[src/rtl/ram_pkg.sv]
// rtl/ram_pkg.sv - shared state encoding, read-during-write constants and byte helpers for ram_dp_be
package ram_pkg;

  typedef enum logic [0:0] {
    CLEAR = 1'b0,
    READY = 1'b1
  } state_e;

  localparam int RDW_OLD = 0;
  localparam int RDW_NEW = 1;

  function automatic int byte_lanes(input int data_w);
    return data_w / 8;
  endfunction

  // Bit that makes the 9-bit {parity, byte} group carry an even number of ones.
  function automatic logic even_parity(input logic [7:0] b);
    return ^b;
  endfunction

endpackage

[src/rtl/ram_clear_ctrl.sv]
// rtl/ram_clear_ctrl.sv - post-reset clear sweep FSM; walks every address once and then stays READY
import ram_pkg::*;

module ram_clear_ctrl #(
  parameter int ADDR_W = 4
) (
  input  logic              clk,
  input  logic              rst,
  output logic              busy,
  output logic              clr_we,
  output logic [ADDR_W-1:0] clr_addr
);

  localparam logic [0:0]        S_CLEAR = 1'(CLEAR);
  localparam logic [0:0]        S_READY = 1'(READY);
  localparam logic [ADDR_W-1:0] LAST    = '1;

  logic [0:0]        r_state;
  logic [ADDR_W-1:0] r_clr_cnt;

  always_ff @(posedge clk) begin
    if (rst) begin
      r_state   <= S_CLEAR;
      r_clr_cnt <= '0;
    end else if (r_state == S_CLEAR) begin
      r_clr_cnt <= r_clr_cnt + 1'b1;
      if (r_clr_cnt == LAST) begin
        r_state <= S_READY;
      end
    end
  end

  // The sweep never writes while reset is held, so memory survives a long reset untouched.
  assign busy     = (r_state == S_CLEAR);
  assign clr_we   = busy && !rst;
  assign clr_addr = r_clr_cnt;

endmodule

[src/rtl/ram_dp_be.sv]
// rtl/ram_dp_be.sv - simple dual-port RAM with byte enables, 1/2-cycle read latency and clear sweep
// Optional macro RAM_DP_BE_PARITY_EN adds per-byte even parity, the par_inj input and the perr output.
import ram_pkg::*;

module ram_dp_be #(
  parameter int DATA_W   = 8,
  parameter int ADDR_W   = 4,
  parameter int RD_LAT   = 1,
  parameter int RDW_MODE = 0
) (
  input  logic                  clk,
  input  logic                  rst,
  input  logic                  wr_en,
  input  logic [ADDR_W-1:0]     wr_addr,
  input  logic [DATA_W-1:0]     wr_data,
  input  logic [DATA_W/8-1:0]   wr_be,
  input  logic                  rd_en,
  input  logic [ADDR_W-1:0]     rd_addr,
  output logic [DATA_W-1:0]     rd_data,
  output logic                  rd_valid,
`ifdef RAM_DP_BE_PARITY_EN
  input  logic                  par_inj,
  output logic                  perr,
`endif
  output logic                  busy
);

  localparam int NB    = byte_lanes(DATA_W);
  localparam int DEPTH = 2 ** ADDR_W;
`ifdef RAM_DP_BE_PARITY_EN
  localparam int MEM_W = DATA_W + NB;
`else
  localparam int MEM_W = DATA_W;
`endif

  if (RD_LAT != 1 && RD_LAT != 2) begin : g_bad_lat
    $error("ram_dp_be: RD_LAT must be 1 or 2");
  end
  if (DATA_W % 8 != 0) begin : g_bad_width
    $error("ram_dp_be: DATA_W must be a multiple of 8");
  end

  logic [MEM_W-1:0]  r_mem [DEPTH];
  logic [MEM_W-1:0]  r_rd_word;
  logic              r_rd_valid;

  logic              w_busy;
  logic              w_clr_we;
  logic [ADDR_W-1:0] w_clr_addr;
  logic              w_wr_act;
  logic              w_rd_act;
  logic [MEM_W-1:0]  w_merged;
  logic [MEM_W-1:0]  w_rd_word;

  ram_clear_ctrl #(
    .ADDR_W (ADDR_W)
  ) u_clear_ctrl (
    .clk      (clk),
    .rst      (rst),
    .busy     (w_busy),
    .clr_we   (w_clr_we),
    .clr_addr (w_clr_addr)
  );

  assign w_wr_act = wr_en && !w_busy && !rst;
  assign w_rd_act = rd_en && !w_busy && !rst;

  // One merged word serves both the memory write and the new-data bypass.
  always_comb begin
    w_merged = r_mem[wr_addr];
    for (int i = 0; i < NB; i++) begin
      if (wr_be[i]) begin
        w_merged[8*i +: 8] = wr_data[8*i +: 8];
`ifdef RAM_DP_BE_PARITY_EN
        w_merged[DATA_W+i] = even_parity(wr_data[8*i +: 8]) ^ par_inj;
`endif
      end
    end
  end

  always_comb begin
    w_rd_word = r_mem[rd_addr];
    if (RDW_MODE == RDW_NEW && w_wr_act && (wr_addr == rd_addr)) begin
      w_rd_word = w_merged;
    end
  end

  always_ff @(posedge clk) begin
    if (w_clr_we) begin
      r_mem[w_clr_addr] <= '0;
    end else if (w_wr_act) begin
      r_mem[wr_addr] <= w_merged;
    end
  end

  if (RD_LAT == 2) begin : g_lat2
    logic [MEM_W-1:0] r_s1_word;
    logic             r_s1_valid;

    always_ff @(posedge clk) begin
      if (rst) begin
        r_s1_word  <= '0;
        r_s1_valid <= 1'b0;
        r_rd_word  <= '0;
        r_rd_valid <= 1'b0;
      end else begin
        r_s1_valid <= w_rd_act;
        if (w_rd_act) begin
          r_s1_word <= w_rd_word;
        end
        r_rd_valid <= r_s1_valid;
        if (r_s1_valid) begin
          r_rd_word <= r_s1_word;
        end
      end
    end
  end else begin : g_lat1
    always_ff @(posedge clk) begin
      if (rst) begin
        r_rd_word  <= '0;
        r_rd_valid <= 1'b0;
      end else begin
        r_rd_valid <= w_rd_act;
        if (w_rd_act) begin
          r_rd_word <= w_rd_word;
        end
      end
    end
  end

  assign rd_data  = r_rd_word[DATA_W-1:0];
  assign rd_valid = r_rd_valid;
  assign busy     = w_busy;

`ifdef RAM_DP_BE_PARITY_EN
  // Checked on the registered word so perr lines up with rd_valid at either latency.
  always_comb begin
    perr = 1'b0;
    for (int i = 0; i < NB; i++) begin
      if (r_mem_check_fail(r_rd_word, i)) begin
        perr = r_rd_valid;
      end
    end
  end

  function automatic logic r_mem_check_fail(input logic [MEM_W-1:0] w, input int lane);
    return w[DATA_W+lane] ^ even_parity(w[8*lane +: 8]);
  endfunction
`endif

endmodule

[config.mk]
export PLATFORM = sky130hd
export DESIGN_NAME = ram_dp_be
export DESIGN_NICKNAME = d
export VERILOG_FILES = /design/src/rtl/ram_pkg.sv /design/src/rtl/ram_clear_ctrl.sv /design/src/rtl/ram_dp_be.sv
export SDC_FILE = /design/constraint.sdc
export NUM_CORES = 1
export LEC_CHECK = 0
export ABC_AREA = 0
export CORE_MARGIN = 3
export CORE_UTILIZATION = 25
export CTS_BUF_LIST = sky130_fd_sc_hd__clkbuf_8 sky130_fd_sc_hd__clkbuf_16
export DETAILED_ROUTE_END_ITERATION = 16
export GPL_ROUTABILITY_DRIVEN = 0
export PLACE_DENSITY_LB_ADDON = 0.25
export SYNTH_ARGS = -nofsm -noshare
export SYNTH_HDL_FRONTEND = slang
export SYNTH_SLANG_ARGS = --single-unit
export TNS_END_PERCENT = 30
[constraint.sdc]
create_clock -name clk -period 2.5 [get_ports clk]
set_clock_uncertainty 0.15 [all_clocks]
set_input_delay 0.25 -clock clk [delete_from_list [all_inputs] [get_ports clk]]
set_output_delay 0.25 -clock clk [all_outputs]
set_load 0.005 [all_outputs]
==> run_results.csv <==
group,metric,value,unit
cts,worstSkewPairLatency,0.41,ns
min_path,hold_path_depth,5,
cts,cts.sinks,142,
grt,grt_first_pass_wirelength,18300,µm
setup_path,count_of_buffer_and_inverter_cells_on_the_critical_path,0,
setup_path,r2r.worst_path.cells,4,
min_path,hold_start,"rd_addr[0]",
grt,global_route.usage.total,10.4,%
cts,numCtsBuffers,17,
power,total_power,5.38,mW
setup_path,timing.critical_path.slowest_cell_delay,0.61,ns
yosys,synth_area_leaders,"edfxtp_1 (68%), mux4_1 (9.3%), dfxtp_1 (4.9%)",
yosys,synthDominantAreaCellType,"edfxtp_1",
yosys,synth_seq_cells,142,
sta,timing.final.max_slew_violations,0,
final_layout,design_area,7120,µm²
sta,timing_hold_violations_final,0,
power,static-leakage-power,2.20,nW
routing,detail_route.wl_per_cell,18.4,µm
setup_path,crit_chain,"and4b_1 -> mux2_2 -> nand2_1 -> nor2_1",
yosys,syn-num-nets,318,
min_path,whs_endpoint,"rd_data[0]$_SDFFE_PP0P_",
setup_path,path_class,"reg2reg",
outcome,outcome,"finished clean",
place,placed_area,6500,µm²
sta,timing.final.setup_violations,0,
yosys,async_flop_share,0,%
final_layout,antennaDiodeCount,0,
routing,vias,2870,
setup_path,cp-start-kind,"flip-flop",
die,die_area,24500,µm²
flow_run,max_cap_viol_count,0,
final_layout,finalNetCount,389,
sta,fin_setup_tns,0,ns
die,die_w,157,µm
die,floorplan.die.height,157,µm
final_layout,post-route-util,32.3,%
yosys,edff_count_synth,128,
yosys,synth.lib_cells_used.distinct,33,
yosys,yosysWarningCount,0,
routing,drt_pre_antenna_iters,4,
routing,drt_iter0_markers,272,
power,vdd.ir_drop.worst,0.400,mV
die,start_util,25.7,%
grt,antenna_violations_before_repair,0,
setup_path,cp.arrival,2.18,ns
grt,globalRoute.totalOverflow,0,
sta,worstMarginPinSlew,0.762,ns
cts,hold_buffer_count_at_cts,0,
final_layout,drive_gt1_share,21.8,%
setup_path,timing.critical_path.to_type,"flip-flop",
setup_path,timing.rr.end,"r_mem[11][3]$_DFFE_PP_",
setup_path,r2r_setup_slack,0.22,ns
cts,cts_htree_levels,4,
sta,fin_worst_hold_slack,0.285,ns
sta,layout_worst_path_cycle_share,91.2,%
grt,via_count_of_the_first_global_routing_pass,2864,
min_path,hp-class,"in2reg",
routing,avgViaCountPerCell,4.35,
die,placement_rows,54,
cts,worst_setup_hold_path_clk_slew,0.06,ns
setup_path,worst-endpoint-required,2.40,ns
sta,max-slew-margin-rel,49.0,%
sta,grt_setup_unrepaired,"no",
sta,fmax,0.439,GHz
sta,minimum_clock_period_after_layout,2.28,ns
setup_path,path_max_fanout,8,
power,powerDensity,757,nW/µm²
yosys,synth_top_flop_cell,"edfxtp_1",
routing,antenna_violating_nets_post_route,0,
yosys,syn_avg_cell_area,19.1,µm²
setup_path,cpLargestDelayFamily,"simple AND/OR/NAND/NOR gates",
yosys,synth_sequential_area_ratio,72.8,%
place,port_buffers,30,
die,ios,31,
routing,remaining_drc_errors,0,
setup_path,cell_with_the_largest_stage_delay_on_the_worst_path,"nor2_1",
die,core-area,22000,µm²
yosys,synth_top_area_share,67.9,%
cts,cts_max_path_buffers,2,
place,dp_hpwl,8070,µm
yosys,netlist_area,5660,µm²
final_layout,area.growth.synth_to_final,25.7,%
cts,cts_tree,"built",
setup_path,timing.rr.start,"u_clear_ctrl.r_state$_SDFF_PP0_",
routing,drt-total-wl,12200,µm
yosys,synthCells,296,
cts,clock_tree.root_cell,"clkbuf_16",
grt,maximum_number_of_pins_on_one_net_before_global_route_repair,35,
## cell families after synthesis
group	Yosys count	synth area share, %
xor gates and xnor gates	3	0.464
and+or+nand+nor	64	5.70
AOI/OAI and AO/OA	24	2.92
muxes	45	15.9
buffers and inverters	17	1.94
adders and majority gates	1	0.221
DFF	142	72.8
## worst max path at each step
stage / startpoint / end / cells past startpoint
3_5_place_dp: wr_en / r_mem[10][6]$_DFFE_PP_ / 5
2_1_floorplan: rst / r_mem[5][0]$_DFFE_PP_ / 6
5_1_grt: u_clear_ctrl.r_state$_SDFF_PP0_ / r_mem[14][5]$_DFFE_PP_ / 4
6_report: u_clear_ctrl.r_state$_SDFF_PP0_ / r_mem[11][3]$_DFFE_PP_ / 4
4_1_cts: u_clear_ctrl.r_state$_SDFF_PP0_ / r_mem[10][6]$_DFFE_PP_ / 4
3_3_place_gp: wr_en / r_mem[10][7]$_DFFE_PP_ / 5
## cells in the mapped netlist, drive strengths merged, types with 3 or more instances
cell and n:
buf 13, a22oi 8, dfxtp 14, inv 4, nand2 15, a31oi 4, mux4 30, and2 8
mux2i 14, nor3b 3, o211ai 8, a21oi 4, edfxtp 128, nor2 23
## final cells by class
type	instances	area, µm²
fillers	2110	14900
well taps	280	350
flip-flops and latches	142	4120
multi-input cells	137	1430
clock inverters	15	186
inverters	4	15.0
clock buffers	17	425
repair buffers	65	583
## per-layer routing
metal | GRT usage, % | up-vias | wire length, µm
li1 | - | 1348 | -
met1 | 15.8 | 1430 | 6160
met2 | 14.3 | 83 | 5290
met3 | 3.24 | 9 | 635
met4 | 3.00 | 0 | 87
met5 | 0 | - | 0
## repair_timing
action / 4_1_cts / 5_1_grt
setup endpoints to repair: 0 / 8
setup buffers: 0 / 0
resized for setup: 0 / 1
## cells in the final DEF (no fill, tap or decap), drive strengths merged, types with 14 or more instances in the layout
master         count
nand2             15
mux2i             14
dfxtp             14
buf               36
clkdlybuf4s50     29
clkbuf            17
edfxtp           128
mux4              30
nor2              23
## through the flow
step	setup slack, ns	instances
finish	0.220	660
global route	0.00328	660
CTS	0.149	660
detailed placement	-0.206	628
global placement	-0.151	628
floorplan	0.493	296
## power by group
| group | internal (mW) | switching (mW) | total (mW) | leakage, nW |
|---|---|---|---|---|
| combinational | 0.113 | 0.102 | 0.215 | 0.764 |
| sequential | 2.59 | 0.0120 | 2.60 | 1.14 |
| clock | 1.58 | 0.989 | 2.57 | 0.288 |
| total | 4.28 | 1.10 | 5.38 | 2.20 |
## worst register-to-register path, stage by stage, from the launching register on
cell     delay [ns]
dfxtp_1        0.39
and4b_1        0.39
mux2_2         0.24
nand2_1        0.14
nor2_1         0.61
## flip-flops by register name, indices dropped and copies added (netlist names)
register	flops
u_clear_ctrl.clr_addr	4
r_mem	128
rd_valid	1
rd_data	8
u_clear_ctrl.r_state	1
(Power assumes the default switching activity.)
